`src/rtl/draw_pkg.sv`:
```
// Shared types and constants for the draw layer arbiter.
// Pixel colours are RGB332. Hit edges are ordered {Left,Top,Right,Bottom}.
package draw_pkg;

   typedef logic [7:0] rgb_t;
   typedef logic [3:0] hit_edge_t;

   localparam rgb_t TRANSPARENT_ENCODING = 8'hFF;
   localparam rgb_t DEBUG_COLLISION_RGB  = 8'hE0;

   typedef enum logic [1:0] {
      WAIT_SOF = 2'd0,
      ACCUM    = 2'd1,
      REPORT   = 2'd2
   } arb_state_t;

   function automatic int idx_w(input int n);
      return (n > 1) ? $clog2(n) : 1;
   endfunction

endpackage

```
`src/rtl/draw_priority_select.sv`:
```
// Combinational priority encoder over the layer draw requests.
// Index 0 wins; it also flags player/other-layer overlap.
module draw_priority_select
   import draw_pkg::*;
#(
   parameter int NUM_LAYERS   = 4,
   parameter int PLAYER_LAYER = 0,
   parameter int IDX_W        = idx_w(NUM_LAYERS)
) (
   input  logic [NUM_LAYERS-1:0] req_i,
   output logic [IDX_W-1:0]      sel_o,
   output logic                  any_o,
   output logic                  collision_o
);

   localparam logic [NUM_LAYERS-1:0] PLAYER_MASK =
      NUM_LAYERS'(1) << PLAYER_LAYER;

   always_comb begin
      sel_o = '0;
      // Scan downwards so the lowest requesting index is kept last.
      for (int i = NUM_LAYERS - 1; i >= 0; i--) begin
         if (req_i[i]) begin
            sel_o = IDX_W'(i);
         end
      end
   end

   assign any_o       = |req_i;
   assign collision_o = req_i[PLAYER_LAYER] &&
                        (|(req_i & ~PLAYER_MASK));

endmodule

```
`src/rtl/draw_layer_arbiter.sv`:
```
// Per-pixel compositor plus per-frame player collision reporter.
// Define DRAW_ARB_DEBUG_EN to paint collision pixels red.
module draw_layer_arbiter
   import draw_pkg::*;
#(
   parameter int   NUM_LAYERS     = 4,
   parameter int   PLAYER_LAYER   = 0,
   parameter rgb_t BACKGROUND_RGB = 8'h00
) (
   input  logic                       clk,
   input  logic                       resetN,
   input  logic                       startOfFrame,
   input  logic [NUM_LAYERS-1:0]      drawingRequest,
   input  logic [NUM_LAYERS-1:0][7:0] rgbIn,
   input  hit_edge_t                  playerHitEdgeCode,
   output rgb_t                       RGBOut,
   output logic                       collisionValid,
   output logic [NUM_LAYERS-1:0]      collisionLayers,
   output hit_edge_t                  collisionEdges
);

   localparam int IDX_W = idx_w(NUM_LAYERS);
   localparam logic [NUM_LAYERS-1:0] PLAYER_MASK =
      NUM_LAYERS'(1) << PLAYER_LAYER;

   logic [IDX_W-1:0] sel;
   logic             any_req;
   logic             collision;

   draw_priority_select #(
      .NUM_LAYERS   (NUM_LAYERS),
      .PLAYER_LAYER (PLAYER_LAYER),
      .IDX_W        (IDX_W)
   ) u_sel (
      .req_i       (drawingRequest),
      .sel_o       (sel),
      .any_o       (any_req),
      .collision_o (collision)
   );

   rgb_t                  rgb_q, rgb_d;
   arb_state_t            state_q, state_d;
   logic [NUM_LAYERS-1:0] layer_acc_q, layer_acc_d;
   hit_edge_t             edge_acc_q, edge_acc_d;
   logic                  valid_q, valid_d;
   logic [NUM_LAYERS-1:0] layers_q, layers_d;
   hit_edge_t             edges_q, edges_d;

   logic [NUM_LAYERS-1:0] hit_layers;
   hit_edge_t             hit_edges;

   always_comb begin
      rgb_d = any_req ? rgb_t'(rgbIn[sel]) : BACKGROUND_RGB;
`ifdef DRAW_ARB_DEBUG_EN
      if (collision) begin
         rgb_d = DEBUG_COLLISION_RGB;
      end
`endif
   end

   assign hit_layers = collision ? (drawingRequest & ~PLAYER_MASK) : '0;
   assign hit_edges  = collision ? playerHitEdgeCode : '0;

   always_comb begin
      state_d     = state_q;
      layer_acc_d = layer_acc_q;
      edge_acc_d  = edge_acc_q;
      valid_d     = 1'b0;
      layers_d    = layers_q;
      edges_d     = edges_q;
      case (state_q)
         WAIT_SOF: begin
            // Partial frame after reset is discarded.
            if (startOfFrame) begin
               state_d     = ACCUM;
               layer_acc_d = '0;
               edge_acc_d  = '0;
            end
         end
         ACCUM, REPORT: begin
            if (startOfFrame) begin
               layers_d    = layer_acc_q | hit_layers;
               edges_d     = edge_acc_q | hit_edges;
               valid_d     = |(layer_acc_q | hit_layers);
               layer_acc_d = '0;
               edge_acc_d  = '0;
               state_d     = REPORT;
            end else begin
               layer_acc_d = layer_acc_q | hit_layers;
               edge_acc_d  = edge_acc_q | hit_edges;
               state_d     = ACCUM;
            end
         end
         default: begin
            state_d = WAIT_SOF;
         end
      endcase
   end

   always_ff @(posedge clk or negedge resetN) begin
      if (!resetN) begin
         rgb_q       <= BACKGROUND_RGB;
         state_q     <= WAIT_SOF;
         layer_acc_q <= '0;
         edge_acc_q  <= '0;
         valid_q     <= 1'b0;
         layers_q    <= '0;
         edges_q     <= '0;
      end else begin
         rgb_q       <= rgb_d;
         state_q     <= state_d;
         layer_acc_q <= layer_acc_d;
         edge_acc_q  <= edge_acc_d;
         valid_q     <= valid_d;
         layers_q    <= layers_d;
         edges_q     <= edges_d;
      end
   end

   assign RGBOut          = rgb_q;
   assign collisionValid  = valid_q;
   assign collisionLayers = layers_q;
   assign collisionEdges  = edges_q;

endmodule

```
`config.mk`:
```
export PLATFORM = sky130hd
export DESIGN_NAME = draw_layer_arbiter
export DESIGN_NICKNAME = d
export VERILOG_FILES = /design/src/rtl/draw_pkg.sv /design/src/rtl/draw_priority_select.sv /design/src/rtl/draw_layer_arbiter.sv
export SDC_FILE = /design/constraint.sdc
export NUM_CORES = 1
export LEC_CHECK = 0
export CORE_MARGIN = 5
export CORE_UTILIZATION = 43
export DETAILED_ROUTE_END_ITERATION = 12
export GPL_ROUTABILITY_DRIVEN = 1
export PLACE_DENSITY = 0.84
export SYNTH_ARGS = -nofsm -noshare
export SYNTH_HDL_FRONTEND = slang
export SYNTH_HIERARCHICAL = 1
export SYNTH_SLANG_ARGS = --single-unit
export TNS_END_PERCENT = 30
```
`constraint.sdc`:
```
create_clock -name clk -period 3.5 [get_ports clk]
set_input_delay 0.525 -clock clk [delete_from_list [all_inputs] [get_ports clk]]
set_output_delay 0.525 -clock clk [all_outputs]
set_load 0.05 [all_outputs]
```
### Yosys cells after proc, flatten, opt, wreduce, memory -nomap -nowiden

Cells that the tools add are included.

| storage, ports and cells | value |
|---|---|
| bits in registers | 27 |
| bits in latches | 0 |
| RAM bits | 0 |
| memory bits (read-only) | 0 |
| input port bits | 43 |
| output and inout bits | 17 |
| word-level logic and storage cells | 41 |
| memories | 0 |

| cells by class | value |
|---|---|
| $add $sub $neg | 0 |
| multiply operators | 0 |
| divide/modulo/power cells | 0 |
| order comparisons | 1 |
| equal/unequal tests | 3 |
| shift-type cells | 0 |
| mux-type cells | 19 |
| bitwise gates (word level) | 2 |
| reduce and logical (&&, ||, !) cells | 9 |

Operators with widths:

| cell | count |
|---|---|
| $mux W4 | 5 |
| $bmux W8 S2 | 1 |
| $mux W8 | 2 |
| $pmux W4 S2 | 2 |
| $mux W2 | 6 |
| $or A4 B4 Y4 | 2 |
| $reduce_or A4 Y1 | 2 |
| $pmux W2 S2 | 1 |
| $reduce_and A2 Y1 | 2 |
| $lt A2 B3 Y1 const B | 1 |
| $reduce_or A3 Y1 | 1 |
| $eq A2 B1 Y1 const B | 1 |
| $eq A2 B2 Y1 const B | 1 |
| $logic_not A2 Y1 | 1 |
| $mux W1 | 2 |
| $ne A2 B2 Y1 const B | 1 |
| $reduce_bool A2 Y1 | 1 |
| $reduce_or A2 Y1 | 1 |
| $logic_and A1 B1 Y1 | 1 |

### Logic depth before layout (Yosys ltp)

| depth | value |
|---|---|
| word-level depth | 7 |
| mapped depth | 7 |
| gate-level depth less buffers | 5 |

### Cells and area by module

The synthesis kept the hierarchy.

Modules (own cells, without submodules):

| module | instances | cells an instance | area each (um^2) | sequential area each (um^2) |
|---|---|---|---|---|
| draw_layer_arbiter | 1 | 101 | 1,204.9 | 625.6 |
| draw_priority_select | 1 | 8 | 42.5 | 0.0 |

### Worst setup path after synthesis

OpenSTA, ideal clock, no wires.

| timing | value |
|---|---|
| path kind | input port to flip-flop |
| start point | input drawingRequest[2] |
| end point | register rgb_q[0] (netlist: RGBOut[0]) |
| library setup time | 0.119 ns |
| data arrival time | 1.688 ns |
| data required time | 3.381 ns |
| slack | 1.693 ns |
| cell stages on the path | 5 |
| path buffers | 1 |
| path through | nand2b_1 a21oi_2 buf_2 mux4_2 and2_1 |

| between the ends | value |
|---|---|
| cells in the longest elaborated chain, start to end | 6 |
| elaborated cells on any way between the ends | 7 |
| those cells by class | 6 x mux; 1 x reduce/logical |

Ends and longest elaborated chain:

| what | line | text |
|---|---|---|
| start: declaration | draw_layer_arbiter.sv:13 | `input logic [NUM_LAYERS-1:0] drawingRequest,` |
| $mux W2 (3 in a row) | draw_priority_select.sv:23 | `if (req_i[i]) begin` |
| net sel[0] | draw_layer_arbiter.sv:26 | `logic [IDX_W-1:0] sel;` |
| $bmux W8 S2 | draw_layer_arbiter.sv:53 | `rgb_d = any_req ? rgb_t'(rgbIn[sel]) : BACKGROUND_RGB;` |
| $mux W8 (not written as such) | draw_layer_arbiter.sv:53 |  |
| $mux W8 | draw_layer_arbiter.sv:53 |  |
| net rgb_d[0] | draw_layer_arbiter.sv:41 | `rgb_t rgb_q, rgb_d;` |
| end signal: assignment | draw_layer_arbiter.sv:110 | `rgb_q <= rgb_d;` |
| end: declaration | draw_layer_arbiter.sv:41 |  |

The timed path passes the listed nets, and every way through them passes these cells. The select of a mux whose other input is x is not followed.
A chain may end at the register's enable or synchronous reset.

### Worst setup path in the final report

| timing | value |
|---|---|
| start point | input drawingRequest[1] |
| end point | register rgb_q[3] (netlist: RGBOut[3]) |

| between the ends | value |
|---|---|
| cells in the longest elaborated chain, start to end | 5 |
| elaborated cells on any way between the ends | 6 |
| those cells by class | 5 x mux; 1 x reduce/logical |

Ends and longest elaborated chain:

| what | line |
|---|---|
| $mux W2 (2 in a row) | draw_priority_select.sv:23 |
| net sel[0] | draw_layer_arbiter.sv:26 |
| $bmux W8 S2 | draw_layer_arbiter.sv:53 |
| $mux W8 (not written as such) | draw_layer_arbiter.sv:53 |
| $mux W8 | draw_layer_arbiter.sv:53 |
| net rgb_d[3] | draw_layer_arbiter.sv:41 |

The timed path passes the listed nets, and every way through them passes these cells. The select of a mux whose other input is x is not followed.

==> summary.txt <==
Timing
  – Hold slack: 521 ps
  – Slew margin rel.: 0.287
  – Fmax achieved: 448 MHz
  – Slew Viols, Final: 0
  – Worst setup margin: 1270 ps
  – Setup TNS: 0 ps
  – Worst Tran Pin Value: 1070 ps
  – Count of final hold-check violations: 0
  – Min cycle time layout: 2230 ps
  – Final-report setup violation count: 0
  – Clk_skew: 1.81 ps
  – Unrepaired setup endpoints after global routing: no
  – Final cycle utilization of the critical path: 0.637

Global routing
  – Initial antenna violation count: 0
  – Gr ovfl total: 0
  – Vias in the first global route: 1157
  – First-pass GRT wire length: 5.01 mm
  – Largest net degree at the start of global routing: 26
  – Total track usage: 0.152

Yosys
  – Unique masters post-synth: 28
  – Post-synth EDFFs: 0
  – Synth cell count leaders: 25 x dfrtp_1, 12 x a21oi_1, 11 x o21ai_0
  – Most common cell in the synthesized netlist: dfrtp_1
  – Largest area contributor in the synthesized netlist: dfrtp_1
  – Count of state elements after synthesis: 25
  – Mapped Area: 0.00125 mm2
  – Sequential area share after synthesis: 0.502
  – Syn_area_per_cell: 11.4 um2
  – Share of the synthesized area in the top cell type: 0.502
  – Cells after synthesis: 109
  – Commonest register cell after synthesis: dfrtp_1
  – Yosys warns: 6
  – Top post-synthesis cells by area: dfrtp_1 50%, mux4_2 14%, a21oi_1 4.8%, and2_1 4.5%, o21ai_0 4.4%
  – Post-Synthesis Net Count: 154
  – Post-synth ARST share: 1.00

Finish
  – Synthesis-to-layout area growth: 48.6%
  – Layout fillers: 222
  – FF/Latch Area: 626 um2
  – Fin util: 0.672
  – Fraction of layout instances using a drive strength above 1: 0.104
  – Area of the multi-input gates: 559 um2
  – ANT cells: 0
  – Nets: 210

Clock network
  – Resized cells post-CTS: 0
  – Post-CTS Setup Bufs: 0
  – CTS root buf: clkbuf_4
  – Total CTS buffers: 3
  – # hold bufs at CTS: 0
  – CTS tree: yes
  – Worst-Skew Late Latency: 320 ps
  – Clock-pin slew on the worst setup and hold paths: 140 ps
  – Max Buffers Root-to-Sink: 2
  – Clock Sinks: 25
  – Number of H-tree levels: 1

Floorplan
  – Die H: 63.9 um
  – Rows: 19
  – Die area: 0.00408 mm2
  – Ports: 60
  – Core area: 0.00276 mm2
  – Die width: 63.9 um
  – Initial Util: 0.452

Detailed routing
  – Routed length per instance: 15.0 um
  – ANT nets after route: 0
  – Vias: 1038
  – Residual DRC: 0
  – DR iter-0 viols: 38
  – TritonRoute pass-1 iters: 4
  – Routed vias/inst: 5.32
  – Final wirelength: 2.93 mm

Worst setup path
  – CP arrival: 2470 ps
  – Cell family with most CP delay: buffers and inverters
  – CP cell instances: clkdlybuf4s50_1 -> inv_1 -> a21oi_2 -> mux4_2 -> and2_1
  – CP max FO: 8
  – CP Capture Type: flop
  – Crit path launch type: input pin
  – Slowest Stage Delay on Critical Path: 580 ps
  – WS Path Type: in2reg
  – Worst path bufs/invs: 2
  – R2R setup slack: 1830 ps
  – Worst Path Required: 3730 ps
  – CP max stage cell: mux4_2

Run
  – # Max-Cap Violations: 0

Power and ir drop
  – Pwr Total: 1.17 mW
  – Pwr Density: 629 mW/mm2
  – VDD IR-drop max: 0.000496 V
  – Leakage: 0.752 nW

Placed design
  – Dpl ws: 893 ps
  – Routability-driven placement congestion ratio: 0.769
  – Post-DP HPWL: 2.40 mm
  – Port bufs: 58

Min path
  – Class of the worst hold path: reg2reg

Outcome
  – Status: finished clean
[cell families (layout without fill, tap and decap cells)]
kind of cell	count (synthesis)	after routing	share of synthesized area
AOI/OAI and AO/OA	33	33	0.156
adders and majority gates	2	2	0.0201
buffers and inverters	11	66	0.0502
DFF	25	25	0.502
muxes	8	8	0.144
other	1	1	0.00301
and+or+nand+nor	29	29	0.124
[cell type report]
cell class	instances	area share
sequential	25	0.337
timing repair buffer	59	0.317
multi-input combinational	73	0.302
tap	31	0.0209
clock buffer	3	0.0121
inverter	3	0.00607
clock inverter	1	0.00472
[final timing paths]
| check | start | end | cells past startpoint |
|---|---|---|---|
| worst min-delay path | collisionEdges[0] | collisionEdges[0] | 1 |
| max in group asynchronous | resetN | collisionEdges[0] | 1 |
| worst max-delay path | drawingRequest[1] | RGBOut[3] | 5 |
| worst max register to register | state_q[0] | edge_acc_q[0] | 4 |
| worst min register to register | collisionEdges[0] | collisionEdges[0] | 1 |
| min in group asynchronous | resetN | state_q[0] | 1 |
[registers in the layout (all words and copies together) (netlist names)]
name / cells
RGBOut: 8
state_q: 2
edge_acc_q: 4
layer_acc_q: 3
collisionValid: 1
collisionLayers: 3
collisionEdges: 4
[placed cells by master, fill, tap and decap left out, types with 2 or more instances in the layout]
| cell type | synthesis | layout |
|---|---|---|
| and2_1 | 9 | 9 |
| dfrtp_1 | 25 | 25 |
| nand2_1 | 5 | 5 |
| o21ai_1 | 2 | 2 |
| clkbuf_4 | 0 | 3 |
| nor2_1 | 10 | 10 |
| inv_1 | 3 | 3 |
| o21ai_0 | 11 | 11 |
| mux4_2 | 8 | 8 |
| a21oi_1 | 12 | 12 |
| ha_1 | 2 | 2 |
| clkdlybuf4s50_1 | 0 | 58 |
[metal layers]
| metal | global-route usage | part of all wire | up-vias | routed length, um |
|---|---|---|---|---|
| met5 | 0 | 0 | - | 0 |
| met4 | 0.0364 | 0.0085 | 0 | 25 |
| met3 | 0.0630 | 0.11 | 4 | 311 |
| met2 | 0.270 | 0.51 | 50 | 1500 |
| met1 | 0.168 | 0.37 | 490 | 1090 |
| li1 | - | - | 494 | - |
[where the power goes]
| part | switching (mW) | internal (mW) |
|---|---|---|
| logic | 0.376 | 0.240 |
| registers | 0.0433 | 0.369 |
| clock network | 0.0914 | 0.0466 |
[metrics by stage]
step,instance area (um2),std cells
2_1_floorplan,1250,109
3_5_place_dp,1820,191
4_1_cts,1850,195
5_1_grt,1850,195
6_report,1850,195
3_3_place_gp,1820,191
Power figures use the tool's default switching activity.
